## config.mk

```make
export PLATFORM = sky130hd
export DESIGN_NAME = matmul_ctrl
export DESIGN_NICKNAME = d
export VERILOG_FILES = /design/src/rtl/matmul_pkg.sv /design/src/rtl/matmul_index_counter.sv /design/src/rtl/matmul_ctrl.sv
export SDC_FILE = /design/constraint.sdc
export NUM_CORES = 1
export LEC_CHECK = 0
export ABC_AREA = 1
export CAP_MARGIN = 20
export CORE_AREA = 2 2 39 41
export DETAILED_ROUTE_END_ITERATION = 7
export DIE_AREA = 0 0 41 43
export PLACE_DENSITY = 0.71
export SETUP_SLACK_MARGIN = 0.05
export SYNTH_ARGS = -nofsm -noshare
export SYNTH_HDL_FRONTEND = slang
export SYNTH_HIERARCHICAL = 1
export SYNTH_SLANG_ARGS = --single-unit
```

## constraint.sdc

```tcl
create_clock -name i_clock -period 2.4 [get_ports i_clock]
set_clock_uncertainty 0.2 [all_clocks]
set_input_delay 0.36 -clock i_clock [delete_from_list [all_inputs] [get_ports i_clock]]
set_output_delay 0.36 -clock i_clock [all_outputs]
set_load 0.02 [all_outputs]
```

## src/rtl/matmul_pkg.sv

```systemverilog
// rtl/matmul_pkg.sv - shared types, default dimensions and width helper for matmul_ctrl
package matmul_pkg;

  typedef enum logic [2:0] {
    ST_IDLE  = 3'd0,
    ST_MAC   = 3'd1,
    ST_ACCUM = 3'd2,
    ST_STORE = 3'd3,
    ST_DONE  = 3'd4
  } state_t;

  localparam int DEF_M_DIM = 2;
  localparam int DEF_N_DIM = 2;
  localparam int DEF_K_DIM = 8;

  // Bits needed to index 'depth' entries; never less than one bit.
  function automatic int addr_w(input int depth);
    return (depth < 2) ? 1 : $clog2(depth);
  endfunction

endpackage

```

## src/rtl/matmul_index_counter.sv

```systemverilog
// rtl/matmul_index_counter.sv - nested k/j/i loop counters with last-flags
module matmul_index_counter
  import matmul_pkg::*;
#(
  parameter int M_DIM = DEF_M_DIM,
  parameter int N_DIM = DEF_N_DIM,
  parameter int K_DIM = DEF_K_DIM
) (
  input  logic                        i_clock,
  input  logic                        i_reset,
  input  logic                        i_clear,
  input  logic                        i_k_en,
  input  logic                        i_elem_adv,
  output logic [addr_w(K_DIM)-1:0]    o_k,
  output logic [addr_w(N_DIM)-1:0]    o_j,
  output logic [addr_w(M_DIM)-1:0]    o_i,
  output logic                        o_k_last,
  output logic                        o_elem_last
);

  localparam int KW = addr_w(K_DIM);
  localparam int JW = addr_w(N_DIM);
  localparam int IW = addr_w(M_DIM);

  logic [KW-1:0] r_k;
  logic [JW-1:0] r_j;
  logic [IW-1:0] r_i;
  logic          w_j_last;
  logic          w_i_last;

  assign w_j_last    = (r_j == JW'(N_DIM - 1));
  assign w_i_last    = (r_i == IW'(M_DIM - 1));
  assign o_k_last    = (r_k == KW'(K_DIM - 1));
  assign o_elem_last = w_j_last && w_i_last;
  assign o_k         = r_k;
  assign o_j         = r_j;
  assign o_i         = r_i;

  // k steps per MAC cycle; j/i step once per stored element, j innermost.
  always_ff @(posedge i_clock) begin
    if (i_reset || i_clear) begin
      r_k <= '0;
      r_j <= '0;
      r_i <= '0;
    end else begin
      if (i_k_en) begin
        r_k <= o_k_last ? '0 : r_k + KW'(1);
      end
      if (i_elem_adv) begin
        if (w_j_last) begin
          r_j <= '0;
          r_i <= w_i_last ? '0 : r_i + IW'(1);
        end else begin
          r_j <= r_j + JW'(1);
        end
      end
    end
  end

endmodule

```

## src/rtl/matmul_ctrl.sv

```systemverilog
// rtl/matmul_ctrl.sv - C=A*B sequencer for one MAC unit; stall input enabled by MATMUL_CTRL_STALL_EN
module matmul_ctrl
  import matmul_pkg::*;
#(
  parameter int M_DIM = DEF_M_DIM,
  parameter int N_DIM = DEF_N_DIM,
  parameter int K_DIM = DEF_K_DIM
) (
  input  logic                              i_clock,
  input  logic                              i_reset,
  input  logic                              i_start,
`ifdef MATMUL_CTRL_STALL_EN
  input  logic                              i_stall,
`endif
  output logic [addr_w(M_DIM*K_DIM)-1:0]    o_a_addr,
  output logic [addr_w(K_DIM*N_DIM)-1:0]    o_b_addr,
  output logic [addr_w(M_DIM*N_DIM)-1:0]    o_c_addr,
  output logic                              o_mac_clear,
  output logic                              o_mac_en,
  output logic                              o_add,
  output logic                              o_c_we,
  output logic                              o_busy,
  output logic                              o_done
);

  localparam int AAW = addr_w(M_DIM * K_DIM);
  localparam int BAW = addr_w(K_DIM * N_DIM);
  localparam int CAW = addr_w(M_DIM * N_DIM);

  state_t                    r_state;
  state_t                    w_next;
  logic                      w_stall;
  logic                      w_clear;
  logic                      w_k_en;
  logic                      w_elem_adv;
  logic [addr_w(K_DIM)-1:0]  w_k;
  logic [addr_w(N_DIM)-1:0]  w_j;
  logic [addr_w(M_DIM)-1:0]  w_i;
  logic                      w_k_last;
  logic                      w_elem_last;

`ifdef MATMUL_CTRL_STALL_EN
  assign w_stall = i_stall;
`else
  assign w_stall = 1'b0;
`endif

  matmul_index_counter #(
    .M_DIM (M_DIM),
    .N_DIM (N_DIM),
    .K_DIM (K_DIM)
  ) u_index (
    .i_clock     (i_clock),
    .i_reset     (i_reset),
    .i_clear     (w_clear),
    .i_k_en      (w_k_en),
    .i_elem_adv  (w_elem_adv),
    .o_k         (w_k),
    .o_j         (w_j),
    .o_i         (w_i),
    .o_k_last    (w_k_last),
    .o_elem_last (w_elem_last)
  );

  // Row-major operand/result indices straight from the loop counters.
  assign o_a_addr = AAW'(int'(w_i) * K_DIM + int'(w_k));
  assign o_b_addr = BAW'(int'(w_k) * N_DIM + int'(w_j));
  assign o_c_addr = CAW'(int'(w_i) * N_DIM + int'(w_j));

  // State register; reset abandons any run in progress.
  always_ff @(posedge i_clock) begin
    if (i_reset) begin
      r_state <= ST_IDLE;
    end else begin
      r_state <= w_next;
    end
  end

  // Next-state, counter control and state-decoded outputs.
  always_comb begin
    w_next      = r_state;
    w_clear     = 1'b0;
    w_k_en      = 1'b0;
    w_elem_adv  = 1'b0;
    o_mac_clear = 1'b0;
    o_mac_en    = 1'b0;
    o_add       = 1'b0;
    o_c_we      = 1'b0;
    o_busy      = 1'b0;
    o_done      = 1'b0;
    case (r_state)
      ST_IDLE: begin
        if (i_start) begin
          w_next = ST_MAC;
        end
      end
      ST_MAC: begin
        o_busy = 1'b1;
        if (!w_stall) begin
          o_mac_en    = 1'b1;
          o_mac_clear = (w_k == '0);
          w_k_en      = 1'b1;
          if (w_k_last) begin
            w_next = ST_ACCUM;
          end
        end
      end
      ST_ACCUM: begin
        o_busy = 1'b1;
        o_add  = 1'b1;
        w_next = ST_STORE;
      end
      ST_STORE: begin
        o_busy = 1'b1;
        o_c_we = 1'b1;
        if (w_elem_last) begin
          w_next = ST_DONE;
        end else begin
          w_elem_adv = 1'b1;
          w_next     = ST_MAC;
        end
      end
      ST_DONE: begin
        o_done  = 1'b1;
        w_clear = 1'b1;
        w_next  = ST_IDLE;
      end
      default: begin
        w_next = ST_IDLE;
      end
    endcase
  end

endmodule

```

==> flow_metrics.env, run 1 <==
export IMPL_outcome="completed"
export IMPL_synthMuxAreaShare=0
export IMPL_ioPinCount=19
export IMPL_setup_viol=0
export IMPL_cts_tree="done"
export IMPL_synth_warnings=6
export IMPL_hold_viol=0
export IMPL_syn_inst=75
export IMPL_grt_pass1_vias=425
export IMPL_peakVddDrop_mv=0.257
export IMPL_synth_seq_area_share=0.316
export IMPL_drt_iter0_drc=12
export IMPL_slew_viol_final=0
export IMPL_die_area_sq_um=1760
export IMPL_synth_simple_area_share=0.353
export IMPL_p_sw_frac=0.335
export IMPL_p_clk_frac=0.277
export IMPL_max_slew_margin=0.841
export IMPL_cp_end_kind="primary output"
export IMPL_synth_area_leaders="dfxtp_1, nand2_1, buf_4, inv_1, nor2_1"
export IMPL_clk_pin_slew_worst_paths_ns=0.06
export IMPL_finalSetupTns_ns=0
export IMPL_grt_pass1_wl_mm=1.65
export IMPL_critPathKind="reg -> out"
export IMPL_routed_wl_mm=1.06
export IMPL_root_buffer="clkbuf_4"
export IMPL_antenna_found_initial=0
export IMPL_io_buffers=18
export IMPL_power_frac_comb=0.317
export IMPL_grt_total_usage=0.142
export IMPL_synth_top_family_by_area="simple AND/OR/NAND/NOR gates"
export IMPL_grt_max_degree=7
export IMPL_synth_top_cell_area_share=0.316
export IMPL_synth_distinct_cells=16
export IMPL_core_area_sq_um=1380
export IMPL_die_height_um=43
export IMPL_finalCriticalPeriod_ns=2.19
export IMPL_gp_congestion=0.686
export IMPL_cts_hold_buf=0
export IMPL_synth_edff_count=0
export IMPL_insertion_delay_ns=0.26
export IMPL_syn_to_final_growth_pct=36.0
export IMPL_hp_class="reg -> reg"
export IMPL_power_density_nw_per_um2=545
export IMPL_synth_net_count=81
export IMPL_antenna_cells=0
export IMPL_clock_fmax_mhz=458
export IMPL_syn_area_sq_um=507
export IMPL_post_synth_top_count_cell="nand2_1"
export IMPL_synthFlopType="dfxtp_1"
export IMPL_synthXorXnorAreaFrac=0
export IMPL_synth_area_per_cell_sq_um=6.76
export IMPL_pwr_share_seq=0.406
export IMPL_hpwlAfterDp_um=797
export IMPL_crit_arrival_ns=1.63
export IMPL_dr_pass1_iters=4
export IMPL_path_max_fanout=5
export IMPL_cts_buffer_depth=2
export IMPL_max_cap_violations=0
export IMPL_fill_cells=138
export IMPL_ant_nets=0
export IMPL_htreeDepth=1
export IMPL_p_leak_uw=0.000363
export IMPL_drc=0
export IMPL_yosys_register_bits=8
export IMPL_cp_required_ns=1.84
export IMPL_start_kind="flip-flop"
export IMPL_tightestPinTransition_ns=0.239
export IMPL_final_core_util=0.498
export IMPL_layout_nets=98
export IMPL_row_count=14
export IMPL_synth_top_area_cell="dfxtp_1"
export IMPL_dr_total_vias=476
export IMPL_p_int_uw=250
export IMPL_p_sw_uw=126
export IMPL_async_flop_share=0
export IMPL_cts_buffers=3
export IMPL_finalCritPeriodShare=0.910
export IMPL_grt_setup_unrepaired="false"
export IMPL_synth_top_cells_by_count="nand2_1, inv_1, nor2_1, dfxtp_1, buf_4"
export IMPL_vias_per_cell=4.49
export IMPL_start_util=0.366
export IMPL_synth_fa_ha_area_frac=0.0741
export IMPL_synth_compound_gate_area_share=0.0494
export IMPL_gr_total_overflow=0
export IMPL_clock_sinks=8
export IMPL_die_x_um=41
export IMPL_drive_above_1_share=0.122
export IMPL_post_drt_wl_per_cell_um=10.0
cell type report:
| cell class | instances | area [sq um] | area share |
|---|---|---|---|
| clock buffers | 3 | 22.5 | 0.0327 |
| inverters | 14 | 52.6 | 0.0762 |
| multi-input cells | 46 | 241 | 0.350 |
| flip-flops and latches | 8 | 160 | 0.232 |
| well taps | 16 | 20.0 | 0.0290 |
| repair buffers | 19 | 193 | 0.279 |
sequential cells by signal, summed over array words and instances, names as in the netlist:
name and cells:
u_index/o_j 1, r_state 3, u_index/o_i 1, u_index/o_k 3
routing by layer:
layer / wire (um) / part of all wire / GRT usage
met3: 66 / 0.062 / 0.0366
met2: 524 / 0.49 / 0.209
met1: 462 / 0.44 / 0.169
met5: 0 / 0 / 0
met4: 7 / 0.0066 / 0.100
metrics by stage:
step / area [sq um] / power, uW / cells / hold WS (ns) / worst slack [ns]
after detailed placement: 662 / 274 / 103 / 0.332 / 0.435
after global routing: 689 / 399 / 106 / 0.373 / 0.0982
after global placement: 662 / 272 / 103 / 0.315 / 0.442
after floorplan: 507 / 230 / 75 / 0.232 / 0.710
after CTS: 684 / 380 / 106 / 0.339 / 0.141
final: 689 / 376 / 106 / 0.331 / 0.215
critical path, cell delays in order (launching register included):
cell and delay [ns]:
dfxtp_1 0.44, inv_1 0.09, nor3_1 0.19, clkdlybuf4s50_1 0.64
final timing paths:
kind,cells past startpoint,endpoint,slack [ns],startpoint
setup / recovery,3,o_done,0.21,r_state[2]$_SDFFE_PP0P_
hold / removal,2,u_index/o_i$_SDFFE_PP0P_,0.33,u_index/o_i$_SDFFE_PP0P_
setup reg to reg,7,r_state[0]$_SDFFE_PP0P_,0.99,u_index/o_k[0]$_SDFFE_PP0P_
hold reg to reg,2,u_index/o_i$_SDFFE_PP0P_,0.33,u_index/o_i$_SDFFE_PP0P_
cell usage in the layout, fill, tap and decap left out, types with 2 or more instances in the layout:
cell type         n
ha_1              3
dfxtp_1           8
dlymetal6s2s_1    2
inv_2             2
a21oi_1           3
inv_1            12
clkdlybuf4s50_1  16
nor2_4            2
nand3_1           4
clkbuf_4          3
nor2_1           11
nand2_1          16
nor3_1            2
power groups by stage:
stage | registers (uW) | logic (uW) | clock network, uW
floorplan | 157 | 72.9 | 0
global placement | 155 | 118 | 0
detailed placement | 155 | 119 | 0
CTS | 152 | 121 | 107
global route | 154 | 131 | 114
finish | 153 | 119 | 104
what timing repair did:
item                       CTS  global route
gates resized for setup      0             2
setup buffers                0             0
setup endpoints to repair    0             2
cells by family after synthesis:
family          Yosys count
flops                     8
compound gates            5
fa+ha+maj                 3
simple gates             38
buf+inv                  21
Power figures use the tool's default switching activity.
==> run 2, diff against run 1 <==
--- a/config.mk
+++ b/config.mk
@@ -10,9 +10,8 @@
 export CORE_AREA = 2 2 39 41
 export DETAILED_ROUTE_END_ITERATION = 7
 export DIE_AREA = 0 0 41 43
-export PLACE_DENSITY = 0.71
+export PLACE_DENSITY = 0.68
 export SETUP_SLACK_MARGIN = 0.05
 export SYNTH_ARGS = -nofsm -noshare
 export SYNTH_HDL_FRONTEND = slang
-export SYNTH_HIERARCHICAL = 1
 export SYNTH_SLANG_ARGS = --single-unit
==> constraint.sdc (replaced) <==
create_clock -name i_clock -period 2.3 [get_ports i_clock]
set_clock_uncertainty 0.2 [all_clocks]
set_input_delay 0.345 -clock i_clock [delete_from_list [all_inputs] [get_ports i_clock]]
set_output_delay 0.345 -clock i_clock [all_outputs]
set_load 0.02 [all_outputs]
==> flow_metrics.env, run 2 <==
export IMPL_outcome="completed"
export IMPL_max_stage_delay_ns=0.60
export IMPL_dr_pass1_iters=4
export IMPL_cts_buffer_depth=2
export IMPL_grt_max_degree=7
export IMPL_final_core_util=0.469
export IMPL_syn_to_final_growth_pct=35.9
export IMPL_htreeDepth=1
export IMPL_ant_nets=0
export IMPL_die_height_um=43
export IMPL_max_cap_violations=0
export IMPL_hpwlAfterDp_um=790
export IMPL_io_buffers=18
export IMPL_grt_total_usage=0.132
export IMPL_path_max_fanout=5
export IMPL_finalSetupTns_ns=0
export IMPL_timing_rr_start="u_index.o_k[0]$_SDFFE_PP0P_"
export IMPL_die_x_um=41
export IMPL_slew_viol_final=0
export IMPL_root_buffer="clkbuf_4"
export IMPL_clock_sinks=8
export IMPL_synth_top_cell_area_share=0.335
export IMPL_critPathKind="reg -> out"
export IMPL_gp_congestion=0.865
export IMPL_clock_fmax_mhz=463
export IMPL_synth_warnings=0
export IMPL_hold_viol=0
export IMPL_finalCritPeriodShare=0.939
export IMPL_insertion_delay_ns=0.26
export IMPL_r2r_slack_ns=0.86
export IMPL_start_kind="flip-flop"
export IMPL_finalCriticalPeriod_ns=2.16
export IMPL_row_count=14
export IMPL_ioPinCount=19
export IMPL_dr_total_vias=467
export IMPL_p_leak_uw=0.000295
export IMPL_crit_chain="nor2_1 -> inv_1 -> nor2_1 -> clkdlybuf4s50_1"
export IMPL_start_util=0.345
export IMPL_final_cell_mix="clkdlybuf4s50_1, nor2_1, nand2_1"
export IMPL_drive_above_1_share=0.143
export IMPL_async_flop_share=0
export IMPL_synth_seq_area_share=0.335
export IMPL_tightestPinTransition_ns=0.246
export IMPL_cts_setup_buffers=0
export IMPL_clk_pin_slew_worst_paths_ns=0.06
export IMPL_hold_end="u_index.o_i$_SDFFE_PP0P_"
export IMPL_final_common_cell="clkdlybuf4s50_1"
export IMPL_syn_inst=70
export IMPL_post_drt_wl_per_cell_um=9.76
export IMPL_crit_top_cell="nor2_1"
export IMPL_max_slew_margin=0.835
export IMPL_synth_top_cells_by_count="nand2_1, nor2_1, dfxtp_1, buf_4"
export IMPL_synth_net_count=76
export IMPL_power_density_nw_per_um2=584
export IMPL_cp_required_ns=1.75
export IMPL_holdCritStartpoint="u_index.o_i$_SDFFE_PP0P_"
export IMPL_die_area_sq_um=1760
export IMPL_hold_slack_ns=0.292
export IMPL_synthFlopType="dfxtp_1"
export IMPL_synth_distinct_cells=15
export IMPL_routed_wl_um=976
export IMPL_core_area_sq_um=1380
export IMPL_yosys_register_bits=8
export IMPL_synth_area_per_cell_sq_um=6.83
export IMPL_r2r_cells=7
export IMPL_vias_per_cell=4.67
export IMPL_peakVddDrop_mv=0.246
export IMPL_synth_edff_count=0
export IMPL_hp_class="reg -> reg"
export IMPL_cts_tree="done"
export IMPL_synth_area_leaders="dfxtp_1, buf_4, nand2_1, nor2_1, ha_1"
export IMPL_grt_pass1_wl_mm=1.55
export IMPL_antenna_found_initial=0
export IMPL_grt_setup_unrepaired="true"
export IMPL_gr_total_overflow=0
export IMPL_timing_rr_end="r_state[0]$_SDFFE_PP0P_"
export IMPL_crit_slowest_cell="clkdlybuf4s50_1"
export IMPL_grt_pass1_vias=377
export IMPL_antenna_cells=0
export IMPL_crit_arrival_ns=1.61
export IMPL_cp_end_kind="primary output"
export IMPL_synth_top_area_cell="dfxtp_1"
export IMPL_layout_nets=92
export IMPL_whs_path_depth=2
export IMPL_cts_buffers=3
export IMPL_total_power_uw=379
export IMPL_syn_area_sq_um=478
export IMPL_drt_iter0_drc=9
export IMPL_setup_viol=0
export IMPL_drc=0
run 2: changes by cell type after synthesis, sizes merged:
cell / change
a21oi: +2
clkinv: +1
inv: -5
nand2: -3
nand3: +1
nor3: -2
o21ai: +1
run 2: final cells by class:
| class | count | area [sq um] |
|---|---|---|
| Fill cell | 152 | 734 |
| Clock buffer | 3 | 22.5 |
| Inverter | 10 | 37.5 |
| Timing Repair Buffer | 18 | 181 |
| Tap cell | 16 | 20.0 |
| Multi-Input combinational cell | 45 | 228 |
| Sequential cell | 8 | 160 |
run 2: timing repair:
item                       CTS  global route
gates resized for setup      1             1
setup endpoints to repair    1             2
hold buffers                 0             0
run 2: power by group:
part           switching [uW]  internal [uW]
registers                10.6            146
clock network            52.8           60.1
logic                    62.2           47.1
run 2: worst max-delay path by stage:
| stage | startpoint | end |
|---|---|---|
| global route | r_state[1]$_SDFFE_PP0P_ | o_done |
| finish | r_state[1]$_SDFFE_PP0P_ | o_done |
| floorplan | r_state[2]$_SDFFE_PP0P_ | o_mac_clear |
| detailed placement | r_state[2]$_SDFFE_PP0P_ | o_mac_clear |
| CTS | r_state[2]$_SDFFE_PP0P_ | o_mac_en |
| global placement | r_state[2]$_SDFFE_PP0P_ | o_mac_clear |
run 2: per-stage QoR:
step                      instances  area [sq um]  setup WS (ns)
final                           100           649          0.140
after global routing            100           649         0.0247
after CTS                       100           647          0.130
after detailed placement         97           626          0.308
after global placement           97           626          0.345
after floorplan                  70           478          0.619
run 2: kinds of logic after synthesis:
kind of cell               share of synthesized area
AOI/OAI and AO/OA                             0.0916
buffers and inverters                          0.188
DFF                                            0.335
and+or+nand+nor                                0.306
adders and majority gates                     0.0785
run 2: critical path: cells and delay by family (launching register included):
kind	cells	cell delay, ns
flops	1	0.36
simple gates	2	0.33
buf+inv	2	0.67
run 2: metal layers:
metal,vias to the layer above,share of wire,track usage
li1,241,-,-
met1,207,0.44,0.171
met2,17,0.49,0.178
met3,2,0.068,0.0628
met4,0,0.0061,0.0600
met5,-,0,0
==> run 3, diff against run 2 <==
--- a/config.mk
+++ b/config.mk
@@ -12,6 +12,8 @@
 export DIE_AREA = 0 0 41 43
 export PLACE_DENSITY = 0.68
 export SETUP_SLACK_MARGIN = 0.05
+export SKIP_CTS_REPAIR_TIMING = 1
+export SLEW_MARGIN = 5
 export SYNTH_ARGS = -nofsm -noshare
 export SYNTH_HDL_FRONTEND = slang
 export SYNTH_SLANG_ARGS = --single-unit
==> flow_metrics.env, run 3 (same netlist as run 2, synthesis figures left out) <==
export IMPL_cts_buffer_depth=2
export IMPL_die_x_um=41
export IMPL_grt_pass1_wl_mm=1.55
export IMPL_drc=0
export IMPL_finalCritPeriodShare=0.939
export IMPL_syn_to_final_growth_pct=36.6
export IMPL_clk_pin_slew_worst_paths_ns=0.06
export IMPL_die_area_sq_um=1760
export IMPL_max_cap_violations=0
export IMPL_outcome="completed"
export IMPL_r2r_slack_ns=0.86
export IMPL_max_slew_margin=0.835
export IMPL_htreeDepth=1
export IMPL_grt_setup_unrepaired="true"
export IMPL_routed_wl_um=978
export IMPL_crit_arrival_ns=1.61
export IMPL_peakVddDrop_mv=0.246
export IMPL_hp_class="reg -> reg"
export IMPL_ioPinCount=19
export IMPL_antenna_cells=0
export IMPL_timing_rr_start="u_index.o_k[0]$_SDFFE_PP0P_"
export IMPL_start_util=0.345
export IMPL_vias_per_cell=4.67
export IMPL_power_density_nw_per_um2=582
export IMPL_dr_pass1_iters=4
export IMPL_clock_fmax_mhz=463
export IMPL_final_common_cell="clkdlybuf4s50_1"
export IMPL_drive_above_1_share=0.143
export IMPL_slew_viol_final=0
export IMPL_layout_nets=92
export IMPL_gr_total_overflow=0
export IMPL_finalSetupTns_ns=0
export IMPL_grt_max_degree=7
export IMPL_antenna_found_initial=0
export IMPL_hpwlAfterDp_um=790
export IMPL_die_height_um=43
export IMPL_cp_required_ns=1.75
export IMPL_timing_rr_end="r_state[0]$_SDFFE_PP0P_"
export IMPL_ant_nets=0
export IMPL_crit_end="o_done"
export IMPL_dpl_worst_slack_ns=0.308
export IMPL_p_leak_uw=0.000307
export IMPL_dr_total_vias=467
export IMPL_hold_slack_ns=0.292
export IMPL_cp_end_kind="primary output"
export IMPL_cts_buffers=3
export IMPL_setup_viol=0
export IMPL_cp_startpoint="r_state[1]$_SDFFE_PP0P_"
export IMPL_hold_viol=0
export IMPL_worst_slack_ns=0.140
export IMPL_root_buffer="clkbuf_4"
export IMPL_core_area_sq_um=1380
export IMPL_path_max_fanout=5
export IMPL_row_count=14
export IMPL_finalCriticalPeriod_ns=2.16
export IMPL_critPathKind="reg -> out"
export IMPL_r2r_cells=7
export IMPL_final_cell_mix="clkdlybuf4s50_1, nor2_1, nand2_1"
export IMPL_io_buffers=18
export IMPL_start_kind="flip-flop"
export IMPL_gp_congestion=0.865
export IMPL_insertion_delay_ns=0.26
export IMPL_cts_tree="done"
export IMPL_post_drt_wl_per_cell_um=9.78
export IMPL_clock_sinks=8
export IMPL_drt_iter0_drc=9
export IMPL_tightestPinTransition_ns=0.246
export IMPL_grt_total_usage=0.132
export IMPL_grt_pass1_vias=377
run 3: cell types whose count changed in the layout (fill, tap and decap cells not counted):
cell	before	now
dlymetal6s2s_1	1	2
dlygate4sd2_1	1	0
run 3: layout make-up:
class	count	area [sq um]
Inverter	10	37.5
Timing Repair Buffer	18	185
Fill cell	152	731
Sequential cell	8	160
Multi-Input combinational cell	45	228
Tap cell	16	20.0
Clock buffer	3	22.5
run 3: worst min path at each step:
stage	startpoint	endpoint	slack (ns)	depth (start not counted)
6_report	u_index.o_i$_SDFFE_PP0P_	u_index.o_i$_SDFFE_PP0P_	0.29	2
5_1_grt	u_index.o_i$_SDFFE_PP0P_	u_index.o_i$_SDFFE_PP0P_	0.34	2
4_1_cts	u_index.o_i$_SDFFE_PP0P_	u_index.o_i$_SDFFE_PP0P_	0.29	2
3_5_place_dp	u_index.o_i$_SDFFE_PP0P_	u_index.o_i$_SDFFE_PP0P_	0.29	2
3_3_place_gp	u_index.o_i$_SDFFE_PP0P_	u_index.o_i$_SDFFE_PP0P_	0.28	2
2_1_floorplan	i_reset	r_state[1]$_SDFFE_PP0P_	0.22	1
run 3: stage by stage:
stage	total power, uW	area (sq um)	utilization	instances
after floorplan	232	478	-	70
after global placement	270	626	0.452	97
after detailed placement	272	626	0.452	97
after CTS	384	648	0.468	100
after global routing	404	653	0.472	100
final	380	653	0.472	100
run 3: worst max-delay path: stages, from the launching register on:
cell             delay [ns]
dfxtp_1                0.36
nor2_1                 0.24
inv_1                  0.07
nor2_1                 0.09
clkdlybuf4s50_1        0.60
run 3: routing by layer:
layer  up-vias  global-route usage  part of all wire
met5         -                   0                 0
met1       207               0.171              0.44
met3         2              0.0628             0.069
met4         0              0.0600            0.0061
li1        241                   -                 -
met2        17               0.178              0.49
run 3: where the power goes:
part	internal [uW]	leakage, uW	switching (uW)	total [uW]
Combinational	48.4	0.000228	62.2	111
Clock	60.1	0.0000138	52.8	113
Sequential	146	0.0000652	10.6	157
Total	255	0.000307	126	380
